[config.mk]
export PLATFORM = sky130hd
export DESIGN_NAME = stack_pop_reader
export DESIGN_NICKNAME = d
export VERILOG_FILES = /design/src/rtl/stack_pop_reader_pkg.sv /design/src/rtl/stack_pop_reader_skid_buf.sv /design/src/rtl/stack_pop_reader.sv
export SDC_FILE = /design/constraint.sdc
export NUM_CORES = 1
export LEC_CHECK = 0
export CAP_MARGIN = 20
export CORE_UTILIZATION = 30
export DETAILED_ROUTE_END_ITERATION = 10
export GPL_ROUTABILITY_DRIVEN = 0
export SYNTH_ARGS = -nofsm -noshare
export SYNTH_HDL_FRONTEND = slang
export SYNTH_SLANG_ARGS = --single-unit
export TNS_END_PERCENT = 30
[constraint.sdc]
create_clock -name clk -period 3.1 [get_ports clk]
set_clock_uncertainty 0.2 [all_clocks]
set_input_delay 0.31 -clock clk [delete_from_list [all_inputs] [get_ports clk]]
set_output_delay 0.31 -clock clk [all_outputs]
set_load 0.02 [all_outputs]
[src/rtl/stack_pop_reader_pkg.sv]
// Shared definitions for the stack drain controller: FSM encodings and skid buffer depth.
package stack_pop_reader_pkg;
   typedef enum logic [1:0] {
      ST_IDLE  = 2'd0,
      ST_RUN   = 2'd1,
      ST_FLUSH = 2'd2,
      ST_DONE  = 2'd3
   } state_t;

   localparam int BUF_DEPTH = 3;
endpackage

[src/rtl/stack_pop_reader_skid_buf.sv]
// pop_skid_buf: 3-entry register FIFO absorbing in-flight pop results; head visible same cycle.
// Enqueue and dequeue may coincide; enqueue into a full buffer without dequeue is dropped.
module pop_skid_buf
   import stack_pop_reader_pkg::*;
#(
   parameter int N = 8
) (
   input  logic         clk,
   input  logic         reset,
   input  logic         i_enq,
   input  logic [N-1:0] i_enq_data,
   input  logic         i_deq,
   output logic [1:0]   o_occ,
   output logic [N-1:0] o_head
);
   localparam logic [1:0] LAST_IDX = 2'(BUF_DEPTH - 1);
   localparam logic [1:0] FULL_OCC = 2'(BUF_DEPTH);

   logic [N-1:0] r_mem [BUF_DEPTH];
   logic [1:0]   r_head_ptr;
   logic [1:0]   r_tail_ptr;
   logic [1:0]   r_occ;
   logic         w_do_deq;
   logic         w_do_enq;

   function automatic logic [1:0] ptr_inc(input logic [1:0] p);
      return (p == LAST_IDX) ? 2'd0 : p + 2'd1;
   endfunction

   assign w_do_deq = i_deq && (r_occ != 2'd0);
   assign w_do_enq = i_enq && ((r_occ != FULL_OCC) || w_do_deq);

   always_ff @(posedge clk or posedge reset) begin
      if (reset) begin
         for (int i = 0; i < BUF_DEPTH; i++) r_mem[i] <= '0;
         r_head_ptr <= 2'd0;
         r_tail_ptr <= 2'd0;
         r_occ      <= 2'd0;
      end else begin
         if (w_do_enq) begin
            r_mem[r_tail_ptr] <= i_enq_data;
            r_tail_ptr        <= ptr_inc(r_tail_ptr);
         end
         if (w_do_deq) r_head_ptr <= ptr_inc(r_head_ptr);
         case ({w_do_enq, w_do_deq})
            2'b10:   r_occ <= r_occ + 2'd1;
            2'b01:   r_occ <= r_occ - 2'd1;
            default: r_occ <= r_occ;
         endcase
      end
   end

   assign o_occ  = r_occ;
   assign o_head = r_mem[r_head_ptr];
endmodule

[src/rtl/stack_pop_reader.sv]
// Drains a LIFO stack by issuing pops and streaming results out on valid/ready.
// Pop issue is throttled by buffer room plus the in-flight pop, so out_ready never reaches stk_pop.
module stack_pop_reader
   import stack_pop_reader_pkg::*;
#(
   parameter int N     = 8,
   parameter int CNT_W = 8
) (
   input  logic             clk,
   input  logic             reset,
   input  logic             i_start,
   input  logic [CNT_W-1:0] i_burst_len,
   output logic             o_busy,
   output logic             o_done,
   output logic             o_short,
   output logic [CNT_W-1:0] o_popped_cnt,
   output logic             o_stk_pop,
   input  logic [N-1:0]     i_stk_pop_data,
   input  logic             i_stk_valid,
   input  logic             i_stk_empty,
   output logic             o_out_valid,
   output logic [N-1:0]     o_out_data,
   input  logic             i_out_ready
);
   state_t           r_state;
   state_t           w_state_nxt;
   logic [CNT_W-1:0] r_burst_len;
   logic [CNT_W-1:0] r_popped_cnt;
   logic             r_short;
   logic             r_inflight;

   logic [CNT_W-1:0] w_target;
   logic [CNT_W:0]   w_pending;
   logic             w_room;
   logic             w_reached;
   logic             w_stk_pop;
   logic             w_accept;
   logic             w_deq;
   logic [1:0]       w_occ;
   logic [N-1:0]     w_head;
   logic             w_launch;
   logic             w_finish;
   logic             w_finish_short;

   // A zero burst length means "drain until empty", capped at the counter maximum.
   assign w_target  = (r_burst_len == '0) ? '1 : r_burst_len;
   assign w_pending = {1'b0, r_popped_cnt} + {{CNT_W{1'b0}}, r_inflight};
   assign w_room    = ({1'b0, w_occ} + {2'b00, r_inflight}) < 3'(BUF_DEPTH);
   assign w_reached = (r_popped_cnt >= w_target);
   assign w_stk_pop = (r_state == ST_RUN) && !i_stk_empty && w_room &&
                      (w_pending < {1'b0, w_target});
   assign w_accept  = r_inflight && i_stk_valid;
   assign w_deq     = (w_occ != 2'd0) && i_out_ready;

   always_comb begin
      w_state_nxt    = r_state;
      w_launch       = 1'b0;
      w_finish       = 1'b0;
      w_finish_short = 1'b0;
      case (r_state)
         ST_IDLE: begin
            if (i_start) begin
               w_state_nxt = ST_RUN;
               w_launch    = 1'b1;
            end
         end
         ST_RUN: begin
            if (w_reached) begin
               w_state_nxt = ST_FLUSH;
               w_finish    = 1'b1;
            end else if (i_stk_empty && !r_inflight) begin
               w_state_nxt    = ST_FLUSH;
               w_finish       = 1'b1;
               w_finish_short = (r_burst_len != '0);
            end
         end
         ST_FLUSH: begin
            if (w_occ == 2'd0) w_state_nxt = ST_DONE;
         end
         ST_DONE:  w_state_nxt = ST_IDLE;
         default:  w_state_nxt = ST_IDLE;
      endcase
   end

   always_ff @(posedge clk or posedge reset) begin
      if (reset) begin
         r_state      <= ST_IDLE;
         r_burst_len  <= '0;
         r_popped_cnt <= '0;
         r_short      <= 1'b0;
         r_inflight   <= 1'b0;
      end else begin
         r_state    <= w_state_nxt;
         r_inflight <= w_stk_pop;
         if (w_launch) begin
            r_burst_len  <= i_burst_len;
            r_popped_cnt <= '0;
            r_short      <= 1'b0;
         end else begin
            if (w_accept && !w_reached) r_popped_cnt <= r_popped_cnt + 1'b1;
            if (w_finish) r_short <= w_finish_short;
         end
      end
   end

   pop_skid_buf #(
      .N (N)
   ) u_buf (
      .clk        (clk),
      .reset      (reset),
      .i_enq      (w_accept),
      .i_enq_data (i_stk_pop_data),
      .i_deq      (w_deq),
      .o_occ      (w_occ),
      .o_head     (w_head)
   );

   assign o_busy       = (r_state != ST_IDLE);
   assign o_done       = (r_state == ST_DONE);
   assign o_short      = r_short;
   assign o_popped_cnt = r_popped_cnt;
   assign o_stk_pop    = w_stk_pop;
   assign o_out_valid  = (w_occ != 2'd0);
   assign o_out_data   = w_head;
endmodule

* Yosys cells after proc, flatten, opt, wreduce, memory -nomap -nowiden
Cells that the tools add are included.
** Operators by class
- Add/sub/neg operators :: 7
- Multiply operators :: 0
- Divide/modulo/power cells :: 0
- Magnitude comparators :: 6
- Eq/ne operators :: 11
- Shift operators :: 0
- Multiplexer cells :: 27
- Bitwise operators :: 2
- Reduce and logical (&&, ||, !) cells :: 24
** Operators with widths (count)
- $mux 8 :: 6
- $bwmux 24 :: 1
- $bmux 8 s2 :: 1
- $demux 8 s2 :: 1
- $mux 2 :: 6
- $eq 2x2->1 const B :: 5
- $logic_and 1x1->1 :: 10
- $mux 1 :: 10
- $reduce_bool 2->1 :: 5
- $add 8x1->9 :: 1
- $lt 9x8->1 :: 1
- $add 8x1->8 const B :: 1
- $ge 8x8->1 :: 1
- $logic_not 8->1 :: 1
- $pmux 2 s4 :: 1
- $reduce_bool 8->1 :: 1
- $add 2x1->2 const B :: 3
- $ge 3x3->1 const B :: 2
- $ne 2x2->1 const B :: 3
- $not 2->3 :: 2
- $eq 2x1->1 const B :: 2
- $logic_not 2->1 :: 2
- $pmux 2 s2 :: 1
- $add 2x1->3 :: 1
- other kinds (7) :: 9
** Word-level totals
- Bits in registers :: 50
- Bits in latches :: 0
- Memory bits (writable) :: 0
- Memory bits (read-only) :: 0
- Input bits :: 22
- Output and inout bits :: 21
- Logic and storage cells :: 88
- Memories :: 0

* Longest topological paths before layout
- Depth after elaboration :: 7
- Mapped depth :: 11
- Depth with buffers taken out :: 9

* Hierarchy
A second synthesis with hierarchy kept.
** Second synthesis, totals
- Cells, all modules :: 288
- Area total of the unflattened synthesis :: 2950.3 µm²
** Modules (own cells, without submodules)
- stack_pop_reader :: instances 1, cells an instance 180, area an instance 1580.3 µm², seq. area each 500.5 µm²
- pop_skid_buf :: instances 1, cells an instance 108, area an instance 1370.1 µm², seq. area each 750.7 µm²

* Least setup slack after synthesis
OpenSTA, ideal clock, no wires.
- Path kind :: register -> output
- Start point :: register r_popped_cnt[2], in the netlist o_popped_cnt[2]
- End point :: output port o_stk_pop
- Arrival :: 2.681 ns
- Data required time :: 2.590 ns
- Setup slack :: -0.091 ns
- Stages on the path, launching flop included :: 10
- Cells stage by stage :: dfrtp_1 clkbuf_1 nand3_1 nor2_1 xor2_1 ha_1 or4b_2 a21oi_1 o21ai_0 a221oi_1
** Between the ends
- Word-level cells in the longest chain between the ends :: 3
** Ends and longest elaborated chain
- start: declaration :: line stack_pop_reader.sv:28 : logic [CNT_W-1:0] r_popped_cnt;
- start signal: assignment :: line stack_pop_reader.sv:100 : if (w_accept && !w_reached) r_popped_cnt <= r_popped_cnt + 1'b1;
- $add 8x1->9 :: line stack_pop_reader.sv:47 : assign w_pending = {1'b0, r_popped_cnt} + {{CNT_W{1'b0}}, r_inflight};
- $lt 9x8->1 :: line stack_pop_reader.sv:51 : (w_pending < {1'b0, w_target});
- $logic_and 1x1->1 :: line stack_pop_reader.sv:50 : assign w_stk_pop = (r_state == ST_RUN) && !i_stk_empty && w_room &&
- end: declaration :: line stack_pop_reader.sv:17 : output logic o_stk_pop,
Every way passes these cells.

* Final worst setup path
- Start point :: register r_burst_len[3]
- End point :: output port o_stk_pop
** Between the ends
- Word-level cells in the longest chain between the ends :: 4
** Ends and longest elaborated chain
- start: declaration :: line stack_pop_reader.sv:27 : logic [CNT_W-1:0] r_burst_len;
- start signal: assignment :: line stack_pop_reader.sv:96 : r_burst_len <= i_burst_len;
- $logic_not 8->1 :: line stack_pop_reader.sv:46 : assign w_target = (r_burst_len == '0) ? '1 : r_burst_len;
- $mux 8 (*) :: line stack_pop_reader.sv:46
- $lt 9x8->1 (*) :: line stack_pop_reader.sv:51
- $logic_and 1x1->1 (*) :: line stack_pop_reader.sv:50
Mark *: on every way between the ends. The rest lies on a longest branch, timed or not.

==> results.sh <==
export IMPL_clk_latency_ps=300
export IMPL_synth_area_sq_mm=0.00291
export IMPL_synth_enable_flop_cells=0
export IMPL_grt_pass1_wl_um=11400
export IMPL_dr_first_iter_drc_count=108
export IMPL_dieArea_sq_mm=0.0101
export IMPL_cts_hold_buf=0
export IMPL_floorplan_initialDensity_pct=31.2
export IMPL_post_route_cells_drive_above_1_share_pct=28.5
export IMPL_core_rowCount=35
export IMPL_die_w_um=100
export IMPL_synthDistinctLibCells=44
export IMPL_cts_root_buf="sky130_fd_sc_hd__clkbuf_8"
export IMPL_cts_num_sinks=50
export IMPL_routed_wire_length_per_instance_um=14.2
export IMPL_largest_net_degree_at_the_start_of_global_routing=21
export IMPL_detail_route_drc_violations=0
export IMPL_synth_yosys_seq_area_share_pct=43.0
export IMPL_grt_util_all_layers_pct=14.5
export IMPL_grt_ovfl_total=0
export IMPL_timing_critical_path_from_type="flop"
export IMPL_finalHoldViolations=0
export IMPL_cp_max_fo=2
export IMPL_grt_pass1_vias=2332
export IMPL_antenna_diode_count=0
export IMPL_cts_inserted_buffers=5
export IMPL_leakage_nw=1.90
export IMPL_maxSlewViolCount=0
export IMPL_arrival_ps=2620
export IMPL_cp_data_required_time_ps=2590
export IMPL_drt_wl_total_um=7020
export IMPL_worst_setup_hold_path_clk_slew_ps=100
export IMPL_ir_drop_mv=0.270
export IMPL_hpwl_um=5290
export IMPL_finalInstanceArea_sq_mm=0.00399
export IMPL_synth_top_cell_area_share_pct=43.0
export IMPL_postLayoutSetupSlackWorst_ps=-25.5
export IMPL_top_level_ports=43
export IMPL_finalNetCount=412
export IMPL_sum_of_negative_setup_slack_ps=-25.5
export IMPL_ys_warnings_count=0
export IMPL_synthCells=282
export IMPL_final_antenna_net_count=0
export IMPL_setup_violations_final=1
export IMPL_tritoncts="done"
export IMPL_grt_antenna_before_repair=0
export IMPL_p_per_area_mw_per_mm2=841
export IMPL_top_area_cells_in_the_synthesized_netlist="sky130_fd_sc_hd__dfrtp_1, sky130_fd_sc_hd__ha_1, sky130_fd_sc_hd__mux2_2, sky130_fd_sc_hd__nand2_1, sky130_fd_sc_hd__mux2i_1"
export IMPL_synth_ff_latch_count=50
export IMPL_post_drt_via_cell_ratio=4.77
export IMPL_final_min_clock_period_ps=3130
export IMPL_detail_route_first_pass_iterations=4
export IMPL_synthArstFlopShare_pct=100
export IMPL_setup_crit_path_kind="flop to output pin"
export IMPL_synth_net_count=330
export IMPL_detailed_place_area_sq_mm=0.00374
export IMPL_final_fill_count=912
export IMPL_synth_area_per_cell_sq_um=10.3
export IMPL_synthToLayoutAreaGrowth_pct=37.3
export IMPL_yosys_most_used_dff="sky130_fd_sc_hd__dfrtp_1"
export IMPL_slew_limit_headroom_pct=58.6
export IMPL_clk_path_buf_depth=2
export IMPL_outcome="finished, violations left"
export IMPL_hold_path_class="input port to async pin"
export IMPL_num_vias=2354
export IMPL_max_cap_violations=0
export IMPL_die_height_um=100
export IMPL_worst_slew_pin_slew_ps=621
export IMPL_post_synth_top_area_cell="sky130_fd_sc_hd__dfrtp_1"
export IMPL_timing_final_crit_share_pct=101
export IMPL_rsz_0062_raised_after_global_routing="yes"
export IMPL_violations="setup timing"
export IMPL_placement_io_buffers=42
export IMPL_max_freq_mhz=320
export IMPL_setup_slack_of_the_most_critical_reg_to_reg_path_ps=80
export IMPL_hold_ws_ps=72.0
export IMPL_worstSetupEndpointType="output pin"
export IMPL_clock_tree_htree_level_count=2
export IMPL_fp_coreArea_sq_mm=0.00933
-- cells in the mapped netlist, types with 2 or more instances --
cell type / count
sky130_fd_sc_hd__xnor2_1: 5
sky130_fd_sc_hd__a21oi_1: 6
sky130_fd_sc_hd__mux2_2: 26
sky130_fd_sc_hd__and2_1: 2
sky130_fd_sc_hd__a211o_1: 2
sky130_fd_sc_hd__inv_1: 8
sky130_fd_sc_hd__nand2b_1: 5
sky130_fd_sc_hd__ha_1: 26
sky130_fd_sc_hd__a31oi_1: 4
sky130_fd_sc_hd__or4_1: 2
sky130_fd_sc_hd__a41o_1: 2
sky130_fd_sc_hd__nand4_1: 2
sky130_fd_sc_hd__mux2i_1: 11
sky130_fd_sc_hd__clkbuf_1: 7
sky130_fd_sc_hd__o21ai_0: 13
sky130_fd_sc_hd__nand3_1: 8
sky130_fd_sc_hd__a31oi_2: 2
sky130_fd_sc_hd__a21o_1: 4
sky130_fd_sc_hd__dfrtp_1: 50
sky130_fd_sc_hd__xor2_1: 4
sky130_fd_sc_hd__buf_2: 3
sky130_fd_sc_hd__o31ai_1: 2
sky130_fd_sc_hd__nor2_1: 19
sky130_fd_sc_hd__nor4_1: 2
sky130_fd_sc_hd__nand2_1: 47
sky130_fd_sc_hd__nor3_1: 2
-- placed cells by master (no fill, tap or decap), types with 4 or more instances in the layout --
cell type                         count
sky130_fd_sc_hd__a21o_1               4
sky130_fd_sc_hd__a21oi_1              4
sky130_fd_sc_hd__a31oi_1              4
sky130_fd_sc_hd__buf_4               45
sky130_fd_sc_hd__clkbuf_8             5
sky130_fd_sc_hd__clkdlybuf4s50_1     41
sky130_fd_sc_hd__dfrtp_1             50
sky130_fd_sc_hd__ha_1                22
sky130_fd_sc_hd__inv_1                7
sky130_fd_sc_hd__mux2_2              26
sky130_fd_sc_hd__mux2i_1             11
sky130_fd_sc_hd__nand2_1             47
sky130_fd_sc_hd__nand2b_1             5
sky130_fd_sc_hd__nand3_1              7
sky130_fd_sc_hd__nor2_1              18
sky130_fd_sc_hd__o21ai_0             12
sky130_fd_sc_hd__xnor2_1              5
sky130_fd_sc_hd__xor2_1               4
-- per-layer routing --
layer  vias to the layer above  track usage [%]  part of all wire (%)
li1                       1168                -                     -
met1                      1140             19.4                    48
met2                        40             24.2                    48
met3                         6             2.84                   3.8
met4                         0             3.34                   1.1
met5                         -                0                     0
-- sequential cells by signal, indices dropped and copies added, names as in the netlist --
name	count
r_inflight	1
u_buf.r_head_ptr	2
u_buf.r_mem	24
o_short	1
o_popped_cnt	8
r_state	2
u_buf.r_tail_ptr	2
r_burst_len	8
u_buf.o_occ	2
-- kinds of logic after synthesis --
group / after synthesis / synth area share (%)
and+or+nand+nor: 97 / 15.4
buffers and inverters: 20 / 2.84
adders and majority gates: 26 / 11.2
muxes: 37 / 13.9
DFF: 50 / 43.0
AOI/OAI and AO/OA: 43 / 11.0
xor gates and xnor gates: 9 / 2.71
-- power by group --
| part | total (W) | internal (W) | switching [W] |
|---|---|---|---|
| Clock | 0.000414 | 0.000169 | 0.000245 |
| Combinational | 0.00189 | 0.000969 | 0.000920 |
| Sequential | 0.00105 | 0.000895 | 0.000158 |
-- final cells by class --
class                   count  area [sq um]  share of cell area [%]
multi-input cells         212          1690                    42.4
flip-flops and latches     50          1250                    31.3
inverters                   8          30.0                   0.752
clock buffers               5          68.8                    1.72
clock inverters             3          28.8                   0.721
repair buffers             87           759                    19.0
well taps                 129           161                    4.04
-- worst paths after layout --
path	from	end	cells past startpoint
max	r_burst_len[3]	o_stk_pop	10
max reg2reg	r_burst_len[3]	r_state[1]	11
max in group asynchronous	reset	o_popped_cnt[7]	3
min reg2reg	u_buf.r_mem[0]	u_buf.r_mem[0]	1
min in group clk	u_buf.r_mem[0]	u_buf.r_mem[0]	1
min	reset	r_burst_len[5]	2
-- critical path, stage by stage, from the launching register on --
cell and delay (ps):
sky130_fd_sc_hd__dfrtp_1 410, sky130_fd_sc_hd__nor3_2 200, sky130_fd_sc_hd__and4b_1 260, sky130_fd_sc_hd__buf_4 130, sky130_fd_sc_hd__nor2_2 30, sky130_fd_sc_hd__ha_2 170, sky130_fd_sc_hd__or4b_4 470, sky130_fd_sc_hd__a21oi_2 110
sky130_fd_sc_hd__o21ai_1 90, sky130_fd_sc_hd__a221oi_2 240, sky130_fd_sc_hd__buf_4 200
-- what timing repair did --
item	CTS	global route
buffers inserted	2	3
gates resized for setup	16	10
pin swaps	5	12
setup endpoints to repair	6	10
endpoints found under the hold margin	0	0
-- per-stage QoR --
| stage | cells | setup WS, ps | util (%) | total power (W) |
|---|---|---|---|---|
| 6_report | 494 | -25.5 | 42.8 | 0.00336 |
| 5_1_grt | 494 | -129 | 42.8 | 0.00363 |
| 4_1_cts | 491 | -51.1 | 41.8 | 0.00326 |
| 3_5_place_dp | 481 | -308 | 40.1 | 0.00278 |
| 3_3_place_gp | 481 | -263 | 40.1 | 0.00274 |
| 2_1_floorplan | 282 | 113 | - | 0.00207 |
Power figures use the tool's default switching activity.
